### config.mk
export PLATFORM = sky130hd
export DESIGN_NAME = imm_gen_stage
export DESIGN_NICKNAME = d
export VERILOG_FILES = /design/src/rtl/imm_gen_pkg.sv /design/src/rtl/imm_gen_stage_imm_decode.sv /design/src/rtl/imm_gen_stage.sv
export SDC_FILE = /design/constraint.sdc
export NUM_CORES = 1
export LEC_CHECK = 0
export ABC_AREA = 1
export BUFFER_PORTS_ARGS = -buffer_cell sky130_fd_sc_hd__buf_2
export CAP_MARGIN = 20
export CORE_ASPECT_RATIO = 0.7
export CORE_MARGIN = 4
export CORE_UTILIZATION = 45
export CTS_BUF_LIST = sky130_fd_sc_hd__clkbuf_4
export DETAILED_ROUTE_END_ITERATION = 6
export GPL_TIMING_DRIVEN = 0
export PLACE_DENSITY = 0.7
export SETUP_SLACK_MARGIN = 0.05
export SLEW_MARGIN = 20
export SYNTH_ARGS = -nofsm -noshare
export SYNTH_HDL_FRONTEND = slang
export SYNTH_HIERARCHICAL = 1
export SYNTH_SLANG_ARGS = --single-unit
### constraint.sdc
create_clock -name clk -period 1.25 [get_ports clk]
set_clock_uncertainty 0.15 [all_clocks]
set_input_delay 0 -clock clk [delete_from_list [all_inputs] [get_ports clk]]
set_output_delay 0 -clock clk [all_outputs]
set_load 0.02 [all_outputs]
### src/rtl/imm_gen_pkg.sv
// Shared constants for the ID-stage immediate generator.
// Immediate-type codes, unsigned-flag position and XLEN legality.
package imm_gen_pkg;

  localparam logic [2:0] IMM_U     = 3'd0;
  localparam logic [2:0] IMM_J     = 3'd1;
  localparam logic [2:0] IMM_I     = 3'd2;
  localparam logic [2:0] IMM_B     = 3'd3;
  localparam logic [2:0] IMM_S     = 3'd4;
  localparam logic [2:0] IMM_SHAMT = 3'd5;
  localparam logic [2:0] IMM_ZIMM  = 3'd6;
  localparam logic [2:0] IMM_NONE  = 3'd7;

  localparam int SEL_UNS = 3;

  function automatic bit xlen_ok(int xlen);
    return (xlen == 32) || (xlen == 64);
  endfunction

endpackage

### src/rtl/imm_gen_stage_imm_decode.sv
// Combinational RISC-V immediate decoder.
// Builds a 32-bit field, then widens it to XLEN with the extension bit.
module imm_decode
  import imm_gen_pkg::*;
#(
  parameter int XLEN = 32
) (
  input  logic [31:0]     inst,
  input  logic [3:0]      sel,
  output logic [XLEN-1:0] imm
);

  logic [2:0]  typ;
  logic        sb;
  logic        ext;
  logic [31:0] raw;
  logic        unused_opc;

  assign typ        = sel[2:0];
  assign sb         = inst[31] & ~sel[SEL_UNS];
  assign unused_opc = ^inst[6:0];

  always_comb begin
    raw = '0;
    ext = 1'b0;
    unique case (1'b1)
      (typ == IMM_U): begin
        raw = {inst[31:12], 12'b0};
        ext = sb;
      end
      (typ == IMM_J): begin
        raw = {{11{sb}}, inst[31], inst[19:12],
               inst[20], inst[30:21], 1'b0};
        ext = sb;
      end
      (typ == IMM_I): begin
        raw = {{20{sb}}, inst[31:20]};
        ext = sb;
      end
      (typ == IMM_B): begin
        raw = {{19{sb}}, inst[31], inst[7],
               inst[30:25], inst[11:8], 1'b0};
        ext = sb;
      end
      (typ == IMM_S): begin
        raw = {{20{sb}}, inst[31:25], inst[11:7]};
        ext = sb;
      end
      (typ == IMM_SHAMT): begin
        // RV64 shifts carry a 6-bit amount
        raw = (XLEN == 32) ? {27'b0, inst[24:20]}
                           : {26'b0, inst[25:20]};
      end
      (typ == IMM_ZIMM): begin
        raw = {27'b0, inst[19:15]};
      end
      (typ == IMM_NONE): begin
        raw = '0;
      end
      default: begin
        raw = '0;
      end
    endcase
  end

  if (XLEN > 32) begin : g_wide
    assign imm = {{(XLEN-32){ext}}, raw};
  end else begin : g_narrow
    assign imm = raw[XLEN-1:0];
  end

endmodule

### src/rtl/imm_gen_stage.sv
// ID-stage immediate generator with a two-entry skid buffer.
// in_ready is a flop so the upstream path never sees our comb logic.
module imm_gen_stage
  import imm_gen_pkg::*;
#(
  parameter int XLEN  = 32,
  parameter int TAG_W = 8
) (
  input  logic             clk,
  input  logic             reset,
  input  logic             in_valid,
  output logic             in_ready,
  input  logic [31:0]      inst,
  input  logic [3:0]       sel,
  input  logic [TAG_W-1:0] in_tag,
  input  logic             flush,
  output logic             out_valid,
  input  logic             out_ready,
  output logic [XLEN-1:0]  out_imm,
  output logic [TAG_W-1:0] out_tag
);

  if (!xlen_ok(XLEN)) begin : g_bad_xlen
    $error("imm_gen_stage: XLEN must be 32 or 64");
  end

  localparam logic [1:0] ST_EMPTY = 2'd0;
  localparam logic [1:0] ST_ONE   = 2'd1;
  localparam logic [1:0] ST_FULL  = 2'd2;

  logic [1:0]       state;
  logic [XLEN-1:0]  dec_imm;
  logic [XLEN-1:0]  skid_imm;
  logic [TAG_W-1:0] skid_tag;
  logic             acc;
  logic             emit;

  imm_decode #(
    .XLEN(XLEN)
  ) u_dec (
    .inst(inst),
    .sel (sel),
    .imm (dec_imm)
  );

  assign out_valid = (state != ST_EMPTY);
  assign acc       = in_valid & in_ready;
  assign emit      = out_valid & out_ready;

  always_ff @(posedge clk) begin
    if (reset) begin
      state    <= ST_EMPTY;
      in_ready <= 1'b1;
      out_imm  <= '0;
      out_tag  <= '0;
      skid_imm <= '0;
      skid_tag <= '0;
    end else if (flush) begin
      state    <= ST_EMPTY;
      in_ready <= 1'b1;
    end else begin
      case (state)
        ST_EMPTY: begin
          if (acc) begin
            out_imm <= dec_imm;
            out_tag <= in_tag;
            state   <= ST_ONE;
          end
        end
        ST_ONE: begin
          if (acc && emit) begin
            out_imm <= dec_imm;
            out_tag <= in_tag;
          end else if (acc) begin
            skid_imm <= dec_imm;
            skid_tag <= in_tag;
            state    <= ST_FULL;
            in_ready <= 1'b0;
          end else if (emit) begin
            state <= ST_EMPTY;
          end
        end
        ST_FULL: begin
          // in_ready is low here, so only a drain can happen
          if (emit) begin
            out_imm  <= skid_imm;
            out_tag  <= skid_tag;
            state    <= ST_ONE;
            in_ready <= 1'b1;
          end
        end
        default: begin
          state    <= ST_EMPTY;
          in_ready <= 1'b1;
        end
      endcase
    end
  end

endmodule

==> results of run 1 <==
per-stage QoR:
| stage | worst slack [ns] | util, % | area [µm²] | setup TNS (ns) |
|---|---|---|---|---|
| final | -0.292 | 61.4 | 5920 | -19.09 |
| after floorplan | -0.00703 | - | 4500 | -0.281 |
| after CTS | -0.248 | 59.8 | 5770 | -15.36 |
| after global placement | -0.288 | 52.6 | 5070 | -16.21 |
| after detailed placement | -0.322 | 52.6 | 5070 | -16.93 |
| after global routing | -0.360 | 61.4 | 5920 | -25.98 |
flip-flops by register name, indices dropped and copies added, names as in the netlist:
name	flops
in_ready	1
skid_imm	32
state	2
out_imm	32
out_tag	8
skid_tag	8
final cells by class:
class / count / area (µm²) / share of cell area, %
Buffer: 49 / 372 / 6.28
Clock buffer: 12 / 90.1 / 1.52
Clock inverter: 4 / 75.1 / 1.27
Inverter: 62 / 235 / 3.97
Multi-Input combinational cell: 538 / 2400 / 40.5
Sequential cell: 83 / 1670 / 28.2
Tap cell: 128 / 160 / 2.71
Timing Repair Buffer: 131 / 921 / 15.6
cells by family after synthesis:
kind of cell    count (synthesis)
flops                          83
simple gates                  489
compound gates                 48
buf+inv                       111
worst max-delay path, cell delays in order (launching register included):
cell     delay [ns]
dfxtp_4        0.40
inv_4          0.12
nand2_4        0.08
nand2_2        0.12
nand3_4        0.16
buf_4          0.22
nor2_1         0.13
nor2_1         0.06
Yosys cell counts (all sizes together):
cell,instances,area share (%)
o21a,1,0.17
nor2,102,8.8
dfxtp,83,37
clkbuf,16,1.4
nand2,269,23
nand3,109,12
buf,33,4.9
nand4,9,1.3
inv,62,5.2
o21ai,4,0.53
o211ai,1,0.17
a21oi,42,4.8
path summary, 6_finish.rpt:
check | startpoint | to | depth (start not counted) | slack [ns]
worst max register to register | state[0] | out_imm[30] | 7 | -0.29
worst min-delay path | sel[3] | skid_imm[12] | 6 | -0.06
worst min register to register | skid_tag[4] | skid_tag[4] | 2 | 0.32
worst max-delay path | state[0] | out_imm[30] | 7 | -0.29
metal layers:
layer,up-vias,part of all wire [%]
li1,2580,-
met1,2359,45
met2,219,45
met3,27,8.0
met4,0,2.0
met5,-,0
what timing repair did:
| item | CTS | global route |
|---|---|---|
| cloned | 4 | 3 |
| buffers inserted | 7 | 3 |
| endpoints found under the hold margin | 83 | 2 |
| resized for setup | 36 | 24 |
| pin swaps | 1 | 6 |
| setup endpoints to repair | 84 | 84 |
power breakdown:
part / total (mW) / switching [mW] / internal, mW
combinational: 1.26 / 0.786 / 0.470
clock: 1.79 / 0.912 / 0.879
sequential: 2.79 / 0.0492 / 2.74
total: 5.84 / 1.75 / 4.09
==> flow_metrics.py, run 1 <==
metrics = {
    "synthesis": {
        "yosys.area_share.adder_pct": 0,
        "syn_avg_cell_area_um2": 6.08,
        "postSynthNetCount": 780,
        "synth_cells": 731,
        "main_combinational_cell_family_by_area_after_synthesis": "simple AND/OR/NAND/NOR gates",
        "synth.lib_cells_used.distinct": 22,
        "mappedNetlistArea_mm2": 0.00444,
        "ys_ff_latch": 83,
        "post_synthesis_sequential_area_ratio_pct": 37.4,
        "synth_compound_area_share_pct": 5.69,
        "yosys.area_share.simple_pct": 45.4,
        "yosys.area_share.xor_xnor_pct": 0,
        "synth.mux.area_fraction_pct": 0,
        "yosys_warnings": 6,
    },
    "sta": {
        "rsz0062_at_grt": "yes",
        "layout_worst_path_cycle_share_pct": 123,
        "min_hold_slack_ns": -0.0634,
        "relSlewSlack_pct": 52.6,
        "finalSetupViolCount": 84,
        "maxSlewViolCount": 0,
        "finalWorstSetupSlack_ns": -0.292,
        "max_clock_freq_mhz": 649,
        "worst-slew-pin-transition_ns": 0.708,
        "final_period_minus_worst_setup_slack_ns": 1.54,
        "finalHoldViolations": 2,
    },
    "worst_setup_path": {
        "cp-end-kind": "flop",
        "critical_path_class": "flop to flop",
        "critical_path.startpoint_type": "flop",
        "worstPathRequired_ns": 1.43,
        "worstPathArrival_ns": 1.73,
        "worstPathMaxFanout": 10,
    },
    "global_routing": {
        "grt_use_met2_pct": 35.6,
        "grt.busiest_layer": "met2",
        "wire_length_of_the_first_global_routing_pass_um": 21800,
        "use_met3_pct": 5.00,
        "global_route.usage.met1_pct": 31.7,
        "grt_start_max_net_pins": 14,
        "first_global_vias": 4710,
        "grt-ovfl-total": 0,
        "grt_use_total_pct": 22.8,
        "initial_antenna_violation_count": 0,
    },
    "floorplan": {
        "floorplan.core_area_mm2": 0.00965,
        "die_outline_area_mm2": 0.0116,
        "die-height_um": 91.1,
        "fp-row-count": 30,
        "initial_core_util_pct": 46.1,
        "ios": 91,
        "fp.dieW_um": 127,
    },
    "detailed_routing": {
        "viasPerCell": 5.15,
        "drtAntennaViolNets": 0,
        "drt-total-wl_um": 13700,
        "drt_iter0_markers": 461,
        "drt_drc_violations_left": 0,
        "routedWlPerCell_um": 13.6,
        "drt-pass1-iter-count": 5,
        "vias": 5185,
    },
    "run_status": {
        "violated_checks": "negative hold slack, negative setup slack",
        "status": "finished with violations",
    },
    "final_layout": {
        "area.growth.synth_to_final_pct": 33.2,
        "filler_cell_count": 891,
        "antennaDiodeCount": 0,
        "final_cells": 1007,
        "mostFrequentLayoutCells": "nand2_1 (249), nand3_1 (107), nor2_1 (93)",
        "final_nets": 923,
        "layout.cells.most_common": "nand2_1",
        "share_of_layout_cells_above_drive_strength_1_pct": 21.7,
    },
    "power_and_ir_drop": {
        "report.power.total_mw": 5.84,
        "vdd_drop_max_mv": 0.881,
        "powerDensity_mw_per_mm2": 987,
        "power.leakage_nw": 3.04,
    },
    "clocking": {
        "cts_max_level": 3,
        "cts_inserted_buffers": 9,
        "clkSinkCount": 83,
        "cts.clk_slew.worst_paths_ns": 0.12,
        "cts_tree": "done",
        "clk-insertion-delay-late_ns": 0.44,
        "postCtsHoldBufs": 33,
        "cts_root_buf": "clkbuf_4",
        "clockBufferDepth": 2,
    },
    "place": {
        "gp_congestion": 0.925,
        "numPortBuffers": 82,
        "detailed_place_hpwl_um": 9440,
        "dp_cells": 941,
    },
    "flow_run": {
        "maxCapViolations": 0,
    },
    "worst_hold_path": {
        "worstHoldPathType": "primary input to flop",
    },
}
(Power assumes the default switching activity.)
==> inputs of run 2 (changes only) <==
--- a/config.mk
+++ b/config.mk
@@ -15,6 +15,7 @@
 export DETAILED_ROUTE_END_ITERATION = 6
 export GPL_TIMING_DRIVEN = 0
 export PLACE_DENSITY = 0.7
+export RECOVER_POWER = 25
 export SETUP_SLACK_MARGIN = 0.05
 export SLEW_MARGIN = 20
 export SYNTH_ARGS = -nofsm -noshare
==> flow_metrics.py, run 2 (same netlist as run 1, synthesis figures left out) <==
metrics = {
    "clocking": {
        "cts_root_buf": "clkbuf_4",
        "cts_max_level": 3,
        "cts_tree": "done",
        "cts.clk_slew.worst_paths_ns": 0.12,
        "clkSinkCount": 83,
        "cts_inserted_buffers": 9,
        "clk-insertion-delay-late_ns": 0.44,
        "postCtsHoldBufs": 33,
        "clockBufferDepth": 2,
    },
    "sta": {
        "maxSlewViolCount": 0,
        "finalSetupViolCount": 84,
        "layout_worst_path_cycle_share_pct": 123,
        "finalHoldViolations": 2,
        "totalNegativeSetupSlack_ns": -19.04,
        "rsz0062_at_grt": "yes",
        "worst-slew-pin-transition_ns": 0.715,
        "min_hold_slack_ns": -0.0615,
        "finalWorstSetupSlack_ns": -0.290,
        "relSlewSlack_pct": 52.2,
        "max_clock_freq_mhz": 649,
        "final_period_minus_worst_setup_slack_ns": 1.54,
    },
    "detailed_routing": {
        "routedWlPerCell_um": 13.7,
        "viasPerCell": 5.17,
        "drt-pass1-iter-count": 5,
        "drt_drc_violations_left": 0,
        "drt_iter0_markers": 465,
        "drt-total-wl_um": 13700,
        "vias": 5202,
        "drtAntennaViolNets": 0,
    },
    "place": {
        "place_area_mm2": 0.00507,
        "dp_slack_ns": -0.322,
        "detailed_place_hpwl_um": 9440,
        "gp_congestion": 0.925,
        "numPortBuffers": 82,
    },
    "worst_hold_path": {
        "timing.hold.worst_path_depth": 6,
        "worstHoldPathType": "primary input to flop",
    },
    "floorplan": {
        "die-height_um": 91.1,
        "die_outline_area_mm2": 0.0116,
        "initial_core_util_pct": 46.1,
        "floorplan.core_area_mm2": 0.00965,
        "fp.dieW_um": 127,
        "ios": 91,
        "fp-row-count": 30,
    },
    "global_routing": {
        "wire_length_of_the_first_global_routing_pass_um": 21800,
        "grt_use_total_pct": 22.8,
        "initial_antenna_violation_count": 0,
        "grt-ovfl-total": 0,
        "first_global_vias": 4710,
        "grt_start_max_net_pins": 14,
    },
    "final_layout": {
        "filler_cell_count": 894,
        "antennaDiodeCount": 0,
        "share_of_layout_cells_above_drive_strength_1_pct": 21.3,
        "layout_top_registers": "out_imm: 32 flops, skid_imm: 32 flops",
        "mostFrequentLayoutCells": "nand2_1 (249), nand3_1 (107), nor2_1 (93)",
        "area.growth.synth_to_final_pct": 33.1,
        "finalInstanceArea_mm2": 0.00591,
        "layout.cells.most_common": "nand2_1",
        "final_nets": 923,
    },
    "worst_setup_path": {
        "worstPathArrival_ns": 1.73,
        "cp-end-kind": "flop",
        "cells_on_worst_reg2reg_path": 7,
        "critical_path.startpoint_type": "flop",
        "worstPathRequired_ns": 1.43,
        "r2r_setup_slack_ns": -0.29,
        "critical_path_class": "flop to flop",
        "worstPathMaxFanout": 10,
    },
    "power_and_ir_drop": {
        "power_switching_mw": 1.76,
        "power.leakage_nw": 3.02,
        "vdd_drop_max_mv": 0.883,
        "pwr-share-comb_pct": 21.4,
        "pwr-share-clk_pct": 30.8,
        "powerDensity_mw_per_mm2": 989,
        "internal_power_mw": 4.09,
        "power.sequential.fraction_pct": 47.8,
        "power.share.switching_pct": 30.0,
        "report.power.total_mw": 5.85,
    },
    "flow_run": {
        "maxCapViolations": 0,
    },
    "run_status": {
        "status": "finished with violations",
        "violated_checks": "negative hold slack, negative setup slack",
    },
}
[run 2: final timing paths]
check,from,endpoint
hold reg to reg,skid_tag[4],skid_tag[4]
hold / removal,sel[3],skid_imm[12]
setup reg to reg,state[0],out_imm[30]
setup / recovery,state[0],out_imm[30]
[run 2: metal layers]
metal  vias to the layer above  share of wire, %  track usage, %
met5                         -                 0               0
met4                         0               1.9            6.61
met3                        25               8.1            5.00
met2                       227                45            35.6
met1                      2372                45            31.7
li1                       2578                 -               -
[run 2: per-stage QoR]
step | hold slack [ns] | instances | utilization [%]
global route | -0.0413 | 1007 | 61.3
global placement | 0.136 | 941 | 52.6
floorplan | 0.0144 | 731 | -
finish | -0.0615 | 1007 | 61.3
detailed placement | 0.141 | 941 | 52.6
CTS | -0.0955 | 1001 | 59.8
[run 2: power groups by stage]
stage                     combinational [mW]  clock, mW  sequential [mW]
after global placement                  1.04          0             2.85
after CTS                               1.20       1.84             2.79
after detailed placement                1.06          0             2.85
after floorplan                        0.591          0             2.97
after global routing                    1.39       1.96             2.81
final                                   1.25       1.80             2.79
[run 2: what timing repair did]
| item | CTS | global route |
|---|---|---|
| pin swaps | 1 | 6 |
| setup endpoints to repair | 84 | 84 |
| gates resized for setup | 36 | 24 |
| setup buffers | 7 | 3 |
| cloned | 4 | 3 |
| endpoints found under the hold margin | 83 | 2 |
[run 2: critical path, cell delays in order (launching register included)]
cell     delay [ns]
dfxtp_4        0.40
inv_4          0.12
nand2_4        0.08
nand2_2        0.12
nand3_4        0.16
buf_4          0.22
nor2_1         0.13
nor2_1         0.06
[run 2: final cells by class]
| class | count | area (µm²) | area share (%) |
|---|---|---|---|
| multi-input cells | 538 | 2400 | 40.5 |
| flip-flops and latches | 83 | 1670 | 28.2 |
| repair buffers | 131 | 916 | 15.5 |
| plain buffers | 49 | 372 | 6.28 |
| inverters | 62 | 235 | 3.98 |
| well taps | 128 | 160 | 2.71 |
| clock buffers | 12 | 90.1 | 1.52 |
| clock inverters | 4 | 75.1 | 1.27 |
